`config.mk`:
```
export PLATFORM = sky130hd
export DESIGN_NAME = active_low_4_to_2_encoder
export DESIGN_NICKNAME = d
export VERILOG_FILES = /design/src/rtl/active_low_enc_pkg.sv /design/src/rtl/sync_2ff.sv /design/src/rtl/active_low_4_to_2_encoder.sv
export SDC_FILE = /design/constraint.sdc
export NUM_CORES = 1
export LEC_CHECK = 0
export CORE_MARGIN = 10
export CORE_UTILIZATION = 59
export DETAILED_ROUTE_END_ITERATION = 12
export PLACE_DENSITY = 0.89
export SLEW_MARGIN = 0
export SYNTH_ARGS = -nofsm -noshare
export SYNTH_HDL_FRONTEND = slang
export SYNTH_SLANG_ARGS = --single-unit
```
`constraint.sdc`:
```
create_clock -name clk -period 5.6 [get_ports clk]
set_input_delay 0.84 -clock clk [delete_from_list [all_inputs] [get_ports clk]]
set_output_delay 0.84 -clock clk [all_outputs]
set_load 0.01 [all_outputs]
```
`src/rtl/active_low_enc_pkg.sv`:
```
// Shared constants, FSM state type, event payload and encode helpers for the active-low 4-to-2 encoder.
// ACTIVE_LOW_ENC_MULTI_DETECT_EN adds a multi-request flag to the event payload.
package active_low_enc_pkg;

   localparam int unsigned NUM_LINES   = 4;
   localparam int unsigned CODE_W      = 2;
   localparam int unsigned SYNC_STAGES = 2;

   typedef enum logic [1:0] {
      IDLE         = 2'd0,
      DEBOUNCE     = 2'd1,
      VALID        = 2'd2,
      WAIT_RELEASE = 2'd3
   } state_e;

   typedef struct packed {
      logic [CODE_W-1:0] code;
`ifdef ACTIVE_LOW_ENC_MULTI_DETECT_EN
      logic              multi;
`endif
   } enc_evt_t;

   // Highest-index active request wins
   function automatic logic [CODE_W-1:0] prio_encode(input logic [NUM_LINES-1:0] req);
      logic [CODE_W-1:0] code;
      code = '0;
      for (int unsigned i = 0; i < NUM_LINES; i++) begin
         if (req[i]) code = CODE_W'(i);
      end
      return code;
   endfunction

   function automatic logic multi_hot(input logic [NUM_LINES-1:0] req);
      int unsigned n;
      n = 0;
      for (int unsigned i = 0; i < NUM_LINES; i++) begin
         if (req[i]) n++;
      end
      return (n > 1);
   endfunction

endpackage

```
`src/rtl/sync_2ff.sv`:
```
// Multi-stage synchronizer for asynchronous active-low inputs; flops reset to 1 (inactive).
module sync_2ff
   import active_low_enc_pkg::*;
#(
   parameter int unsigned WIDTH = 1
) (
   input  logic             clk,
   input  logic             rst_n,
   input  logic [WIDTH-1:0] d,
   output logic [WIDTH-1:0] q
);

   logic [WIDTH-1:0] stage_q [SYNC_STAGES];

   always_ff @(posedge clk or negedge rst_n) begin
      if (!rst_n) begin
         for (int unsigned i = 0; i < SYNC_STAGES; i++) stage_q[i] <= '1;
      end else begin
         stage_q[0] <= d;
         for (int unsigned i = 1; i < SYNC_STAGES; i++) stage_q[i] <= stage_q[i-1];
      end
   end

   assign q = stage_q[SYNC_STAGES-1];

endmodule

```
`src/rtl/active_low_4_to_2_encoder.sv`:
```
// Debounced active-low 4-to-2 priority encoder with valid/ack handshake.
// ACTIVE_LOW_ENC_MULTI_DETECT_EN adds the 'multi' output.
module active_low_4_to_2_encoder
   import active_low_enc_pkg::*;
#(
   parameter int unsigned DEBOUNCE_CYCLES = 4,
   parameter int unsigned CNT_W           = 8
) (
   input  logic                 clk,
   input  logic                 rst_n,
   input  logic [NUM_LINES-1:0] D_n,
   input  logic                 EN_n,
   input  logic                 ack,
   output logic                 A,
   output logic                 B,
   output logic                 valid,
   output logic                 gs_n
`ifdef ACTIVE_LOW_ENC_MULTI_DETECT_EN
  ,output logic                 multi
`endif
);

   localparam logic [CNT_W-1:0] CNT_LAST = CNT_W'(DEBOUNCE_CYCLES - 1);
   localparam logic [CNT_W-1:0] CNT_ONE  = CNT_W'(1);

   logic [NUM_LINES:0]   sync_q;
   logic [NUM_LINES-1:0] req;
   logic                 any;
   logic [CODE_W-1:0]    code_c;

   state_e            state_q, state_d;
   logic [CNT_W-1:0]  cnt_q, cnt_d;
   logic [CODE_W-1:0] cand_q, cand_d;
   enc_evt_t          evt_q, evt_d;
   logic              valid_q, valid_d;
   logic              gs_n_q, gs_n_d;

   sync_2ff #(.WIDTH(NUM_LINES + 1)) u_sync (
      .clk   (clk),
      .rst_n (rst_n),
      .d     ({EN_n, D_n}),
      .q     (sync_q)
   );

   assign req    = ~sync_q[NUM_LINES-1:0] & {NUM_LINES{~sync_q[NUM_LINES]}};
   assign any    = |req;
   assign code_c = prio_encode(req);

   // Next-state and next-output logic
   always_comb begin
      state_d = state_q;
      cnt_d   = cnt_q;
      cand_d  = cand_q;
      evt_d   = evt_q;
      valid_d = valid_q;
      gs_n_d  = ~any;

      case (state_q)
         IDLE: begin
            if (any) begin
               state_d = DEBOUNCE;
               cand_d  = code_c;
               cnt_d   = CNT_ONE;
            end
         end
         DEBOUNCE: begin
            if (!any) begin
               state_d = IDLE;
               cnt_d   = '0;
            end else if (code_c != cand_q) begin
               cand_d = code_c;
               cnt_d  = CNT_ONE;
            end else if (cnt_q == CNT_LAST) begin
               state_d    = VALID;
               evt_d.code = cand_q;
`ifdef ACTIVE_LOW_ENC_MULTI_DETECT_EN
               evt_d.multi = multi_hot(req);
`endif
               valid_d    = 1'b1;
               cnt_d      = '0;
            end else begin
               cnt_d = cnt_q + CNT_ONE;
            end
         end
         VALID: begin
            // Inputs are ignored here so an accepted event is never lost
            if (ack) begin
               state_d = WAIT_RELEASE;
               valid_d = 1'b0;
               cnt_d   = '0;
`ifdef ACTIVE_LOW_ENC_MULTI_DETECT_EN
               evt_d.multi = 1'b0;
`endif
            end
         end
         WAIT_RELEASE: begin
            if (any) begin
               cnt_d = '0;
            end else if (cnt_q == CNT_LAST) begin
               state_d = IDLE;
               cnt_d   = '0;
            end else begin
               cnt_d = cnt_q + CNT_ONE;
            end
         end
      endcase
   end

   always_ff @(posedge clk or negedge rst_n) begin
      if (!rst_n) begin
         state_q <= IDLE;
         cnt_q   <= '0;
         cand_q  <= '0;
         evt_q   <= '0;
         valid_q <= 1'b0;
         gs_n_q  <= 1'b1;
      end else begin
         state_q <= state_d;
         cnt_q   <= cnt_d;
         cand_q  <= cand_d;
         evt_q   <= evt_d;
         valid_q <= valid_d;
         gs_n_q  <= gs_n_d;
      end
   end

   assign A     = evt_q.code[1];
   assign B     = evt_q.code[0];
   assign valid = valid_q;
   assign gs_n  = gs_n_q;
`ifdef ACTIVE_LOW_ENC_MULTI_DETECT_EN
   assign multi = evt_q.multi;
`endif

endmodule

```
==> flow_summary_export.csv <==
group,metric,value,unit
route,wire_per_inst,15.89,um
route,drt_first_pass_iters,4,
timing,skew,0.001658,ns
yosys,synth_area,1286,sq um
cells_and_area,seqCellArea,664.4,sq um
die,die-area,4448,sq um
route,ant_nets,0,
placement,dp_hpwl,1.809,mm
setup_path,r2r_setup_slack,3.48,ns
global_route,track_usage,12.47,%
pwr,total_power,0.5473,mW
placement,port_buffers,11,
setup_path,critPathArrivalTime,1.38,ns
die,die_height,66.69,um
route,num_vias,973,
timing,setup_violations,0,
setup_path,worst-path-buf-inv,1,
pwr,ir_drop,0.3201,mV
global_route,grt-ovfl-total,0,
cells_and_area,fillers,144,
clock_network,numCtsBuffers,3,
min_path,hp-start,"u_sync.stage_q[8]$_DFF_PN1_",
min_path,holdPathEnd,"u_sync.q[3]$_DFF_PN1_",
clock_network,cts_hold_buf,0,
pwr,p_switching,0.2004,mW
global_route,antenna_found_initial,0,
placement,place_area,1421,sq um
die,num_rows,16,
min_path,hold_depth,0,
yosys,ys_ff_latch,26,
die,pin_count,12,
clock_network,htreeDepth,1,
die,die_w,66.69,um
yosys,ys_types,40,
timing,tns,0,ns
setup_path,critPathLaunchType,"register",
timing,fin_ws,3.380,ns
setup_path,cp.required,4.76,ns
yosys,async_reset_ff_share,100.0,%
yosys,synthCells,117,
clock_network,clkSlewWorstSetupHoldPaths,0.13,ns
clock_network,cts.sinks,26,
yosys,syn_avg_cell_area,10.99,sq um
yosys,synth_nets,126,
job,cap_violations,0,
global_route,grt_pass1_wl,4.416,mm
timing,period_share,39.63,%
cells_and_area,postLayoutCoreUtil,72.09,%
setup_path,r2r-end,"evt_q[1]$_DFFE_PN0P_",
route,viasPerCell,6.197,
timing,hold_viol,0,
timing,maxSlewViolCount,0,
placement,dp.cells,153,
timing,slew_headroom,25.81,%
route,detail_route.wirelength,2.494,mm
setup_path,rr_startpoint,"cnt_q[0]$_DFFE_PN0P_",
timing,min_period,2.220,ns
die,design.core.area,2022,sq um
pwr,power_density,375.5,nW/um^2
pwr,p_comb_share,34.1,%
clock_network,clockBufferDepth,2,
placement,gp_congestion,0.8952,
clock_network,clock_latency,0.31,ns
pwr,cellLeakagePower,0.5639,nW
setup_path,cp_slowest_cell,"dfstp_2",
timing,holdWs,0.3647,ns
cells_and_area,drive_above_1_share,23.08,%
cells_and_area,antenna_cells,0,
setup_path,path_class,"register to primary output",
pwr,p_int,0.3469,mW
yosys,yosysWarningCount,0,
yosys,synth_edf_count,0,
timing,maxClockFrequency,450.6,MHz
min_path,hp-class,"register to register",
route,drc,0,
setup_path,end_kind,"primary output",
outcome,status,"complete, no violations",
setup_path,cpPeakStageDelay,0.54,ns
setup_path,rr_worst_depth,6,
yosys,synth_ff_type,"dfrtp_1",
cells_and_area,final_cells,157,
timing,worst_pin_slew,1.109,ns
clock_network,cts_tree,"built",
clock_network,cts_root_buf,"clkbuf_4",
pwr,clkPwrFrac,16.9,%
cells_and_area,multi_input_area,594.3,sq um
clock_network,post_cts_buffers,0,
global_route,grt_max_degree,27,
clock_network,cts_resized,0,
global_route,grt_pass1_vias,932,
cells_and_area,fin_area,1458,sq um
timing,rsz0062_at_grt,"no",
setup_path,worst_path_dominant_cell_family,"flip-flops",
setup_path,worstPathMaxFanout,1,
pwr,power_frac_seq,49.0,%
cells_and_area,syn_to_final_growth,13.33,%
cells_and_area,nNetsFinal,140,
route,drt_iter0_markers,83,
die,initial_utilization,63.61,%
cells_and_area,final_common_cell,"nand2_1",
pwr,swShare,36.61,%
yosys,seq_area_frac_synth,51.65,%
cells_and_area,final_cell_mix,"nand2_1 (16), dfrtp_1 (15), dfstp_2 (11), clkdlybuf4s50_1 (11), nor2_1 (10)",
setup_path,crit_chain,"clkdlybuf4s50_1",
placement,pre_cts_ws,3.351,ns
[worst register-to-register path: stages, from the launching register on]
cell and delay, ns:
dfrtp_1 0.44, ha_1 0.24, or4b_4 0.49, nor4_4 0.25, nand3_2 0.15, nor2_4 0.12, mux2_1 0.32
[final cells by class]
type | count | area share (%)
multi-input cells | 84 | 40.77
repair buffers | 11 | 7.554
well taps | 27 | 2.318
inverters | 5 | 1.288
clock buffers | 4 | 2.489
flip-flops and latches | 26 | 45.58
[kinds of logic after synthesis]
| group | Yosys count | synth area share [%] |
|---|---|---|
| AO/OA/AOI/OAI | 32 | 20.33 |
| adder cells (fa/ha/maj) | 1 | 0.9726 |
| buffers and inverters | 7 | 2.140 |
| flip-flops | 26 | 51.65 |
| multiplexers | 4 | 3.502 |
| AND/OR/NAND/NOR | 47 | 21.40 |
[power groups by stage]
| stage | Sequential (mW) | Clock, mW | Combinational, mW |
|---|---|---|---|
| 4_1_cts | 0.268 | 0.0975 | 0.187 |
| 3_5_place_dp | 0.270 | 0 | 0.187 |
| 3_3_place_gp | 0.268 | 0 | 0.180 |
| 6_report | 0.268 | 0.0922 | 0.187 |
| 2_1_floorplan | 0.256 | 0 | 0.146 |
| 5_1_grt | 0.275 | 0.103 | 0.207 |
[registers in the layout (all words and copies together), names as in the netlist, named ones only]
signal	count
cand_q	2
cnt_q	8
evt_q	2
gs_n	1
state_q	1
u_sync.q	5
u_sync.stage_q	5
valid	1
[cells in the mapped netlist, drive strengths merged (2+ instances only)]
cell / number / area share [%]
nor4bb: 3 / 2.3
nor2: 12 / 4.7
nand3: 5 / 2.3
dfstp: 11 / 22
mux2: 4 / 3.5
o21ai: 7 / 3.0
nand2: 16 / 4.7
dfrtp: 15 / 29
o22a: 2 / 1.4
and2: 3 / 1.7
o211ai: 7 / 4.1
a21oi: 4 / 1.6
inv: 5 / 1.5
or2: 2 / 0.97
o2111ai: 2 / 1.4
[how the worst max path moves through the flow]
stage                               startpoint              endpoint  slack, ns  depth (start not counted)
after global routing            gs_n$_DFF_PN1_                  gs_n       3.33                          1
final                           gs_n$_DFF_PN1_                  gs_n       3.38                          1
after detailed placement                   ack  cnt_q[5]$_DFFE_PN0P_       3.35                          6
after CTS                       gs_n$_DFF_PN1_                  gs_n       3.35                          1
after floorplan           cnt_q[0]$_DFFE_PN0P_  evt_q[0]$_DFFE_PN0P_       3.67                          6
after global placement                     ack  cnt_q[5]$_DFFE_PN0P_       3.40                          6
[routing by layer]
metal	up-vias	track usage, %	part of all wire, %
li1	452	-	-
met1	479	15.35	41
met2	40	20.38	51
met3	2	3.010	6.8
met4	0	4.712	0.76
met5	-	0	0
No activity file was read; power rests on OpenSTA's default activity.
